`config.mk`:
```
export PLATFORM = sky130hd
export DESIGN_NAME = mul_sequencer_flat
export DESIGN_NICKNAME = d
export VERILOG_FILES = /design/src/rtl/mul_pkg.sv /design/src/rtl/mul_sequencer_if.sv /design/src/rtl/mul_sequencer.sv /design/src/flat_wrapper.sv
export SDC_FILE = /design/constraint.sdc
export NUM_CORES = 1
export LEC_CHECK = 0
export BUFFER_PORTS_ARGS = -buffer_cell sky130_fd_sc_hd__buf_4
export CAP_MARGIN = 10
export CELL_PAD_IN_SITES_DETAIL_PLACEMENT = 0
export CELL_PAD_IN_SITES_GLOBAL_PLACEMENT = 2
export CORE_AREA = 5 5 151 153
export DETAILED_ROUTE_END_ITERATION = 12
export DIE_AREA = 0 0 156 158
export PLACE_DENSITY_LB_ADDON = 0.1
export SLEW_MARGIN = 20
export SYNTH_ARGS = -nofsm -noshare
export SYNTH_HDL_FRONTEND = slang
export SYNTH_SLANG_ARGS = --single-unit
```
`constraint.sdc`:
```
create_clock -name clk -period 3.7 [get_ports clk]
set_input_delay 0.37 -clock clk [delete_from_list [all_inputs] [get_ports clk]]
set_output_delay 0.37 -clock clk [all_outputs]
set_load 0.02 [all_outputs]
```
`src/rtl/mul_pkg.sv`:
```
// -----------------------------------------------------------------------------
// mul_pkg
// Shared definitions for the iterative multiply unit and the core decoder.
//   MUL_WIDTH   : default operand/result width.
//   ALU_MUL     : ALUControl code the decoder emits for MUL.
//   mul_state_e : sequencer state encoding (IDLE / RUN / DONE).
// -----------------------------------------------------------------------------
package mul_pkg;

    localparam int MUL_WIDTH = 32;

    localparam logic [2:0] ALU_MUL = 3'b110;

    typedef enum logic [1:0] {
        MS_IDLE = 2'b00,
        MS_RUN  = 2'b01,
        MS_DONE = 2'b10
    } mul_state_e;

endpackage

```
`src/rtl/mul_sequencer_if.sv`:
```
// -----------------------------------------------------------------------------
// mul_sequencer_if
// Request/response bundle between the core's main FSM (master) and the
// multiply sequencer (slave).
//   master drives : Start, SrcA, SrcB, SetFlags
//   slave drives  : Busy, Done, Result, FlagN, FlagZ, FlagWNZ
//
// Handshake: Start is a one-shot request, not a valid/ready pair. It is
// accepted only on a cycle where the unit is idle (Busy=0 and Done=0); SrcA,
// SrcB and SetFlags are captured on that same edge. A Start seen while Busy or
// Done is high is dropped. Done is a single-cycle completion pulse with Result
// and the flags valid; Result stays put until the next accepted Start.
// -----------------------------------------------------------------------------
interface mul_sequencer_if
    import mul_pkg::*;
#(
    parameter int WIDTH = MUL_WIDTH
);

    logic             Start;
    logic [WIDTH-1:0] SrcA;
    logic [WIDTH-1:0] SrcB;
    logic             SetFlags;
    logic             Busy;
    logic             Done;
    logic [WIDTH-1:0] Result;
    logic             FlagN;
    logic             FlagZ;
    logic             FlagWNZ;

    modport master (
        output Start, SrcA, SrcB, SetFlags,
        input  Busy, Done, Result, FlagN, FlagZ, FlagWNZ
    );

    modport slave (
        input  Start, SrcA, SrcB, SetFlags,
        output Busy, Done, Result, FlagN, FlagZ, FlagWNZ
    );

endinterface

```
`src/rtl/mul_sequencer.sv`:
```
// -----------------------------------------------------------------------------
// mul_sequencer
// Iterative shift-add multiplier for the MUL instruction. Produces the low
// WIDTH bits of SrcA*SrcB, plus N/Z flag values and an N/Z write enable.
// C/V are never touched by this unit.
//
// Ports:
//   clk       : system clock, rising edge
//   reset     : synchronous, active-high
//   bus       : mul_sequencer_if.slave (Start/SrcA/SrcB/SetFlags in,
//               Busy/Done/Result/FlagN/FlagZ/FlagWNZ out)
//   state_dbg : current FSM state, for observation only
//
// Build option:
//   MUL_EARLY_EXIT_EN : when defined, RUN also ends as soon as the remaining
//                       multiplier bits are all zero, so latency depends on
//                       the highest set bit of SrcB. Default: fixed WIDTH
//                       RUN cycles.
// -----------------------------------------------------------------------------
module mul_sequencer
    import mul_pkg::*;
#(
    parameter int WIDTH = MUL_WIDTH
) (
    input  logic                  clk,
    input  logic                  reset,
    mul_sequencer_if.slave        bus,
    output mul_state_e            state_dbg
);

    localparam int CNT_W = (WIDTH > 1) ? $clog2(WIDTH) : 1;
    localparam logic [CNT_W-1:0] LAST_CNT = CNT_W'(WIDTH - 1);

    mul_state_e       state_q, state_d;
    logic [WIDTH-1:0] mcand_q, mcand_d;
    logic [WIDTH-1:0] mplier_q, mplier_d;
    logic [WIDTH-1:0] acc_q, acc_d;
    logic [WIDTH-1:0] result_q, result_d;
    logic [CNT_W-1:0] count_q, count_d;
    logic             sflag_q, sflag_d;

    logic [WIDTH-1:0] acc_step;
    logic [WIDTH-1:0] mplier_shift;
    logic             last_step;

    // One shift-add step; the add wraps mod 2^WIDTH.
    assign acc_step     = mplier_q[0] ? (acc_q + mcand_q) : acc_q;
    assign mplier_shift = mplier_q >> 1;

`ifdef MUL_EARLY_EXIT_EN
    // Nothing left to add once the shifted multiplier is empty.
    assign last_step = (count_q == LAST_CNT) || (mplier_shift == '0);
`else
    assign last_step = (count_q == LAST_CNT);
`endif

    always_comb begin
        state_d  = state_q;
        mcand_d  = mcand_q;
        mplier_d = mplier_q;
        acc_d    = acc_q;
        result_d = result_q;
        count_d  = count_q;
        sflag_d  = sflag_q;

        case (state_q)
            MS_IDLE: begin
                if (bus.Start) begin
                    mcand_d  = bus.SrcA;
                    mplier_d = bus.SrcB;
                    acc_d    = '0;
                    count_d  = '0;
                    sflag_d  = bus.SetFlags;
                    state_d  = MS_RUN;
                end
            end
            MS_RUN: begin
                acc_d    = acc_step;
                mcand_d  = mcand_q << 1;
                mplier_d = mplier_shift;
                count_d  = count_q + CNT_W'(1);
                if (last_step) begin
                    // Result takes this cycle's add, not the stale acc_q.
                    result_d = acc_step;
                    state_d  = MS_DONE;
                end
            end
            MS_DONE: begin
                state_d = MS_IDLE;
            end
            default: begin
                state_d = MS_IDLE;
            end
        endcase
    end

    always_ff @(posedge clk) begin
        if (reset) begin
            state_q  <= MS_IDLE;
            mcand_q  <= '0;
            mplier_q <= '0;
            acc_q    <= '0;
            result_q <= '0;
            count_q  <= '0;
            sflag_q  <= 1'b0;
        end else begin
            state_q  <= state_d;
            mcand_q  <= mcand_d;
            mplier_q <= mplier_d;
            acc_q    <= acc_d;
            result_q <= result_d;
            count_q  <= count_d;
            sflag_q  <= sflag_d;
        end
    end

    assign bus.Busy    = (state_q == MS_RUN);
    assign bus.Done    = (state_q == MS_DONE);
    assign bus.Result  = result_q;
    assign bus.FlagN   = result_q[WIDTH-1];
    assign bus.FlagZ   = (result_q == '0);
    assign bus.FlagWNZ = sflag_q && (state_q == MS_DONE);
    assign state_dbg   = state_q;

endmodule

```
`src/flat_wrapper.sv`:
```
// flat-port wrapper written by rule: the top's interface ports become plain ports
module mul_sequencer_flat import mul_pkg::*;
#(
    parameter int WIDTH = MUL_WIDTH
)
  (clk, reset, state_dbg, bus_Start, bus_SrcA, bus_SrcB, bus_SetFlags, bus_Busy, bus_Done, bus_Result, bus_FlagN, bus_FlagZ, bus_FlagWNZ);
  mul_sequencer_if #(.WIDTH(WIDTH)) bus_i ();
  input  logic clk;
  input  logic reset;
  output mul_state_e state_dbg;
  input wire logic [$bits(bus_i.Start)-1:0] bus_Start;
  input wire logic [$bits(bus_i.SrcA)-1:0] bus_SrcA;
  input wire logic [$bits(bus_i.SrcB)-1:0] bus_SrcB;
  input wire logic [$bits(bus_i.SetFlags)-1:0] bus_SetFlags;
  output wire logic [$bits(bus_i.Busy)-1:0] bus_Busy;
  output wire logic [$bits(bus_i.Done)-1:0] bus_Done;
  output wire logic [$bits(bus_i.Result)-1:0] bus_Result;
  output wire logic [$bits(bus_i.FlagN)-1:0] bus_FlagN;
  output wire logic [$bits(bus_i.FlagZ)-1:0] bus_FlagZ;
  output wire logic [$bits(bus_i.FlagWNZ)-1:0] bus_FlagWNZ;
  assign bus_i.Start = bus_Start;
  assign bus_i.SrcA = bus_SrcA;
  assign bus_i.SrcB = bus_SrcB;
  assign bus_i.SetFlags = bus_SetFlags;
  assign bus_Busy = bus_i.Busy;
  assign bus_Done = bus_i.Done;
  assign bus_Result = bus_i.Result;
  assign bus_FlagN = bus_i.FlagN;
  assign bus_FlagZ = bus_i.FlagZ;
  assign bus_FlagWNZ = bus_i.FlagWNZ;
  mul_sequencer #(.WIDTH(WIDTH)) u_core (.clk(clk), .reset(reset), .bus(bus_i), .state_dbg(state_dbg));
endmodule
```
Word-level counts from Yosys, hierarchy flattened:

Index checks and enable logic that the tools add are counted.

* $add $sub $neg: 2
* eq/ne operators: 5
* reductions and logical operators: 8
* mux-type cells: 12

Operators by type and width (count)
* case mux 32 bit (2 select lines): 3
* two-way mux 32 bit: 4
* adder 32 bit: 1
* logical NOT 32 bit: 1
* case mux 5 bit (2 select lines): 1
* AND reduction 2 bit: 4
* adder 5 x 1 -> 5 bit, second input constant: 1
* equality test 5 bit, second input constant: 1
* two-way mux 5 bit: 1
* two-way mux 2 bit: 2
* case mux 2 bit (2 select lines): 1
* equality test 2 x 1 -> 1 bit, second input constant: 1
* equality test 2 bit, second input constant: 1
* logical NOT 2 bit: 1
* inequality test 2 x 1 -> 1 bit, second input constant: 1
* inequality test 2 bit, second input constant: 1
* nonzero test 2 bit: 1
* logical AND 1 bit: 1

* register bits after elaboration: 136
* logic and storage cells: 34

Logic depth before layout (Yosys ltp):

* depth after elaboration: 3
* gate-level depth with buffers: 12

Least setup slack after synthesis:

OpenSTA, ideal clock, no wires.

* kind: flip-flop to flip-flop
* start: reg u_core.acc_q[0]
* end: reg u_core.acc_q[28]
* cell stages (with the launch flop): 13
* data required time: 3.572 ns
* arrival: 2.462 ns
* setup slack: 1.111 ns
* period minus slack after synthesis: 2.589 ns
* library setup time: 0.128 ns
* cell sequence: dfxtp_1 -> ha_1 -> fa_1 -> a21o_1 -> a21oi_1 -> o211ai_1 -> nand3_1 -> a21oi_1 -> o41ai_2 -> o21ai_1 -> xor2_1 -> a22oi_1 -> nor2_1

* longest elaborated chain between the ends: 3

Ends and longest elaborated chain
* start, declared: line mul_sequencer.sv:37 `logic [WIDTH-1:0] acc_q, acc_d;`
* start signal, assigned: line mul_sequencer.sv:102 `acc_q <= '0;`
* start signal, assigned: line mul_sequencer.sv:110 `acc_q <= acc_d;`
* adder 32 bit: line mul_sequencer.sv:47 `assign acc_step = mplier_q[0] ? (acc_q + mcand_q) : acc_q;`
* two-way mux 32 bit: line mul_sequencer.sv:47
* case mux 32 bit (2 select lines): line mul_sequencer.sv:66 `case (state_q)`

Every way passes these cells.
A chain may end at the register's enable or synchronous reset.

Worst setup path after layout:

* start: reg u_core.acc_q[0]
* end: reg u_core.result_q[24] (netlist: u_core.bus.Result[24])

* longest elaborated chain between the ends: 2

Ends and longest elaborated chain
* adder 32 bit: line mul_sequencer.sv:47
* two-way mux 32 bit: line mul_sequencer.sv:47
* end signal, assigned: line mul_sequencer.sv:111 `result_q <= result_d;`
* end, declared: line mul_sequencer.sv:38 `logic [WIDTH-1:0] result_q, result_d;`

Every way passes these cells.

==> metrics <==
RSZ-0062 raised after global routing=no; register area share after synthesis=between 30% and 40%; Worst path slowest cell=o41ai_2; VDD IR max=0.328 mV; WHS=198 ps; Antenna Diode Count=0; synthesis-stage register bit count=136; CTS Buffer Depth=2; main combinational cell family by area after synthesis=compound AO/OA/AOI/OAI gates; Post-Layout Cell Count=roughly 1,200; FP Rows=54; worst-margin pin slew=around 940 ps; ANT nets after route=0; Synth Area per Inst=~8.2 sq um; crit start category=flop; DR top layer=met4; vias in the first global route=between 6,000 and 7,000; post-CTS sizing=0; clock-pin slew on the worst setup and hold paths=~60 ps; Netlist cell types=56; Die Y=about 160 um; GRT overflow=0; Pleak=between 0.003 and 0.004 uW; initial antenna violation count=0; wire length per cell=about 18 um; via count=around 6,600; proportion of synthesized area in mux cells=between 3 and 4%; CTS Buf Count=17; EDFF count, synth=0; gpl congestion=between 0.8 and 0.9; largest net degree at the start of global routing=80; Crit. End Element=flop; DRT Pass-1 Iters=5; vias per std cell=5.37; worst rel slew slack=about 37%; Die Area=between 20,000 and 25,000 sq um; Post-Synthesis Cells=864; synth warn=0; global-route wire length before repair=34,300 um; worst endpoint required time=slightly below 4000 ps; MaxCap Viol Count=0; share of layout cells above drive strength 1=roughly 17%; Syn Std Cell Area=just over 7000 sq um; Post-CTS Hold Fix Bufs=0; post-route clock period utilization=82.0%; DRT iter0 DRCs=about 420; Critical R2R Launch=u_core.acc_q[0]; post-CTS setup buffer count=0; gr usage total=17.6%; Max FO, Critical Path=3; die width=between 150 and 200 um; most frequent cell after synthesis=dfxtp_1; Fin. Hold Viols=0; list of most frequent post-synthesis cells=136 x dfxtp_1, 113 x a21oi_1, 91 x nand2_1, 89 x nor2_1, 75 x a22oi_1; remaining routing DRC violations=0; Worst EP arrival=about 3300 ps; hold path start=bus_SrcB[31]; # placed instances=between 1,000 and 1,500; post-synthesis simple-gate area fraction=roughly 16%; HPWL Detailed=about 16,000 um; Fill cells=about 2,200; routed wl met2=roughly 9000 um; share of the synthesized area in the top cell type=approximately two fifths; nets=1,033; Max Fclk=roughly 0.33 GHz; Adder-Cell Fraction of Synth Area=a little over 6%; Worst Setup SP=u_core.acc_q[0]; CTS root buffer=clkbuf_16; Net Count, Synth=between 900 and 1,000; Area contributors post-synth=dfxtp_1 38%, a21oi_1 8.0%, a22oi_1 8.0%, ha_1 5.8%, nand2_1 4.8%; Metal-1 WL=approximately 11,000 um; final setup vio count=0; Primary FF master, synth=dfxtp_1; final setup skew=slightly below 10 ps; Initial Utilization=between 30 and 40%; CTS sink cnt=approximately 140; CTS tree=built; outcome=completed; Crit path largest cell delay=approximately 450 ps; final wirelength=21,900 um; count of final max-slew check failures=0; CP cell instances=ha_1 > fa_1 > a21o_1 > a21oi_1 > o211ai_1 > nand3_1 > a21oi_1 > o41ai_2 > xor2_1 > a211oi_1 > a21oi_1 > nor2_1; met3 WL=1410 um; Clock H-tree levels=4; most used cell, CP=a21oi_1; XOR/XNOR share of the synthesized area=under 10%; I/O Pins=107; IO Port Bufs=about 110; CP Class=flop to flop; Syn-to-layout area delta=22.1%; Clock Latency Late Sink=approximately 420 ps; Yosys top cell by area=dfxtp_1; Min Clock Period, post-route=~3000 ps; Async SR Flop Fraction=0%; Pwr Density=approximately 420 nW/um^2; Sum Neg Setup Slack=0 ps; worst hold path class=primary input to flop; Core Area=around 21,000 sq um; post-synthesis compound-gate area fraction=between 20 and 30%
==> cell families after synthesis <==
kind of cell    Yosys count
compound gates          309
simple gates            254
flops                   136
buf+inv                  80
fa+ha+maj                34
xor+xnor                 29
mux                      22
==> where the power goes <==
| part | total, uW | internal, uW | switching [uW] |
|---|---|---|---|
| clock network | 1670 | 997 | 674 |
| registers | 1570 | 1520 | 47.7 |
| logic | 422 | 163 | 259 |
| total | 3660 | 2680 | 980 |
==> metrics by stage <==
step                worst slack, ps  util [%]  area (sq um)  power, uW
floorplan                      1110         -          7080       1860
global placement                752      37.7          8070       2010
detailed placement              694      37.7          8070       2020
CTS                             676      40.4          8640       3700
global route                    355      40.4          8640       3810
finish                          664      40.4          8640       3660
==> worst paths after layout <==
kind / cells past startpoint / to / slack [ps]
setup reg to reg: 12 / u_core.bus.Result[24] / 660
hold reg to reg: 2 / u_core.mplier_q[2] / 450
hold / removal: 3 / u_core.mplier_q[31] / 200
setup / recovery: 12 / u_core.bus.Result[24] / 660
==> worst max-delay path, delay by kind of cell, from the launching register on <==
| kind | cells | cell delay, ps |
|---|---|---|
| adder cells (fa/ha/maj) | 2 | 650 |
| AO/OA/AOI/OAI | 7 | 1460 |
| AND/OR/NAND/NOR | 2 | 230 |
| XOR/XNOR | 1 | 230 |
| flip-flops | 1 | 320 |
==> state kept, by name, indices dropped and copies added (netlist names) <==
signal	cells
u_core.acc_q	32
u_core.mplier_q	32
u_core.mcand_q	32
u_core.sflag_q	1
u_core.state_dbg	2
u_core.count_q	5
u_core.bus.Result	32
==> final cells by class <==
cell class,instances,area [sq um],area share [%]
Multi-Input combinational cell,648,4060,47.0
Sequential cell,136,2720,31.5
Timing Repair Buffer,117,891,10.3
Clock buffer,22,484,5.60
Tap cell,280,350,4.05
Clock inverter,10,92.6,1.07
Inverter,11,41.3,0.478
==> layout by cell type, fill, tap and decap left out, types with 3 or more instances in the layout <==
master and count:
dfxtp_1 135, buf_4 116, a21oi_1 113, nand2_1 91, nor2_1 88, a22oi_1 75
ha_1 33, a21o_1 23, o21ai_0 23, mux2i_1 22, xnor2_1 19, a31oi_1 18
clkbuf_16 17, nand3_1 16, a211oi_1 16, nand4_1 11, inv_1 10, nor3_1 10
xor2_1 10, nor4_1 8, o21a_1 7, o21ai_1 6, and2_1 5, nor2b_1 4
o21bai_1 4, clkbuf_8 4, clkinvlp_4 4, nand2b_1 3, and3_1 3, clkinv_2 3
==> metal layers <==
| layer | vias up | GRT usage [%] |
|---|---|---|
| met4 | 0 | 3.96 |
| met3 | 9 | 5.14 |
| met1 | 3109 | 25.6 |
| met5 | - | 0 |
| met2 | 161 | 25.5 |
| li1 | 3290 | - |
No activity file was read; power rests on OpenSTA's default activity.
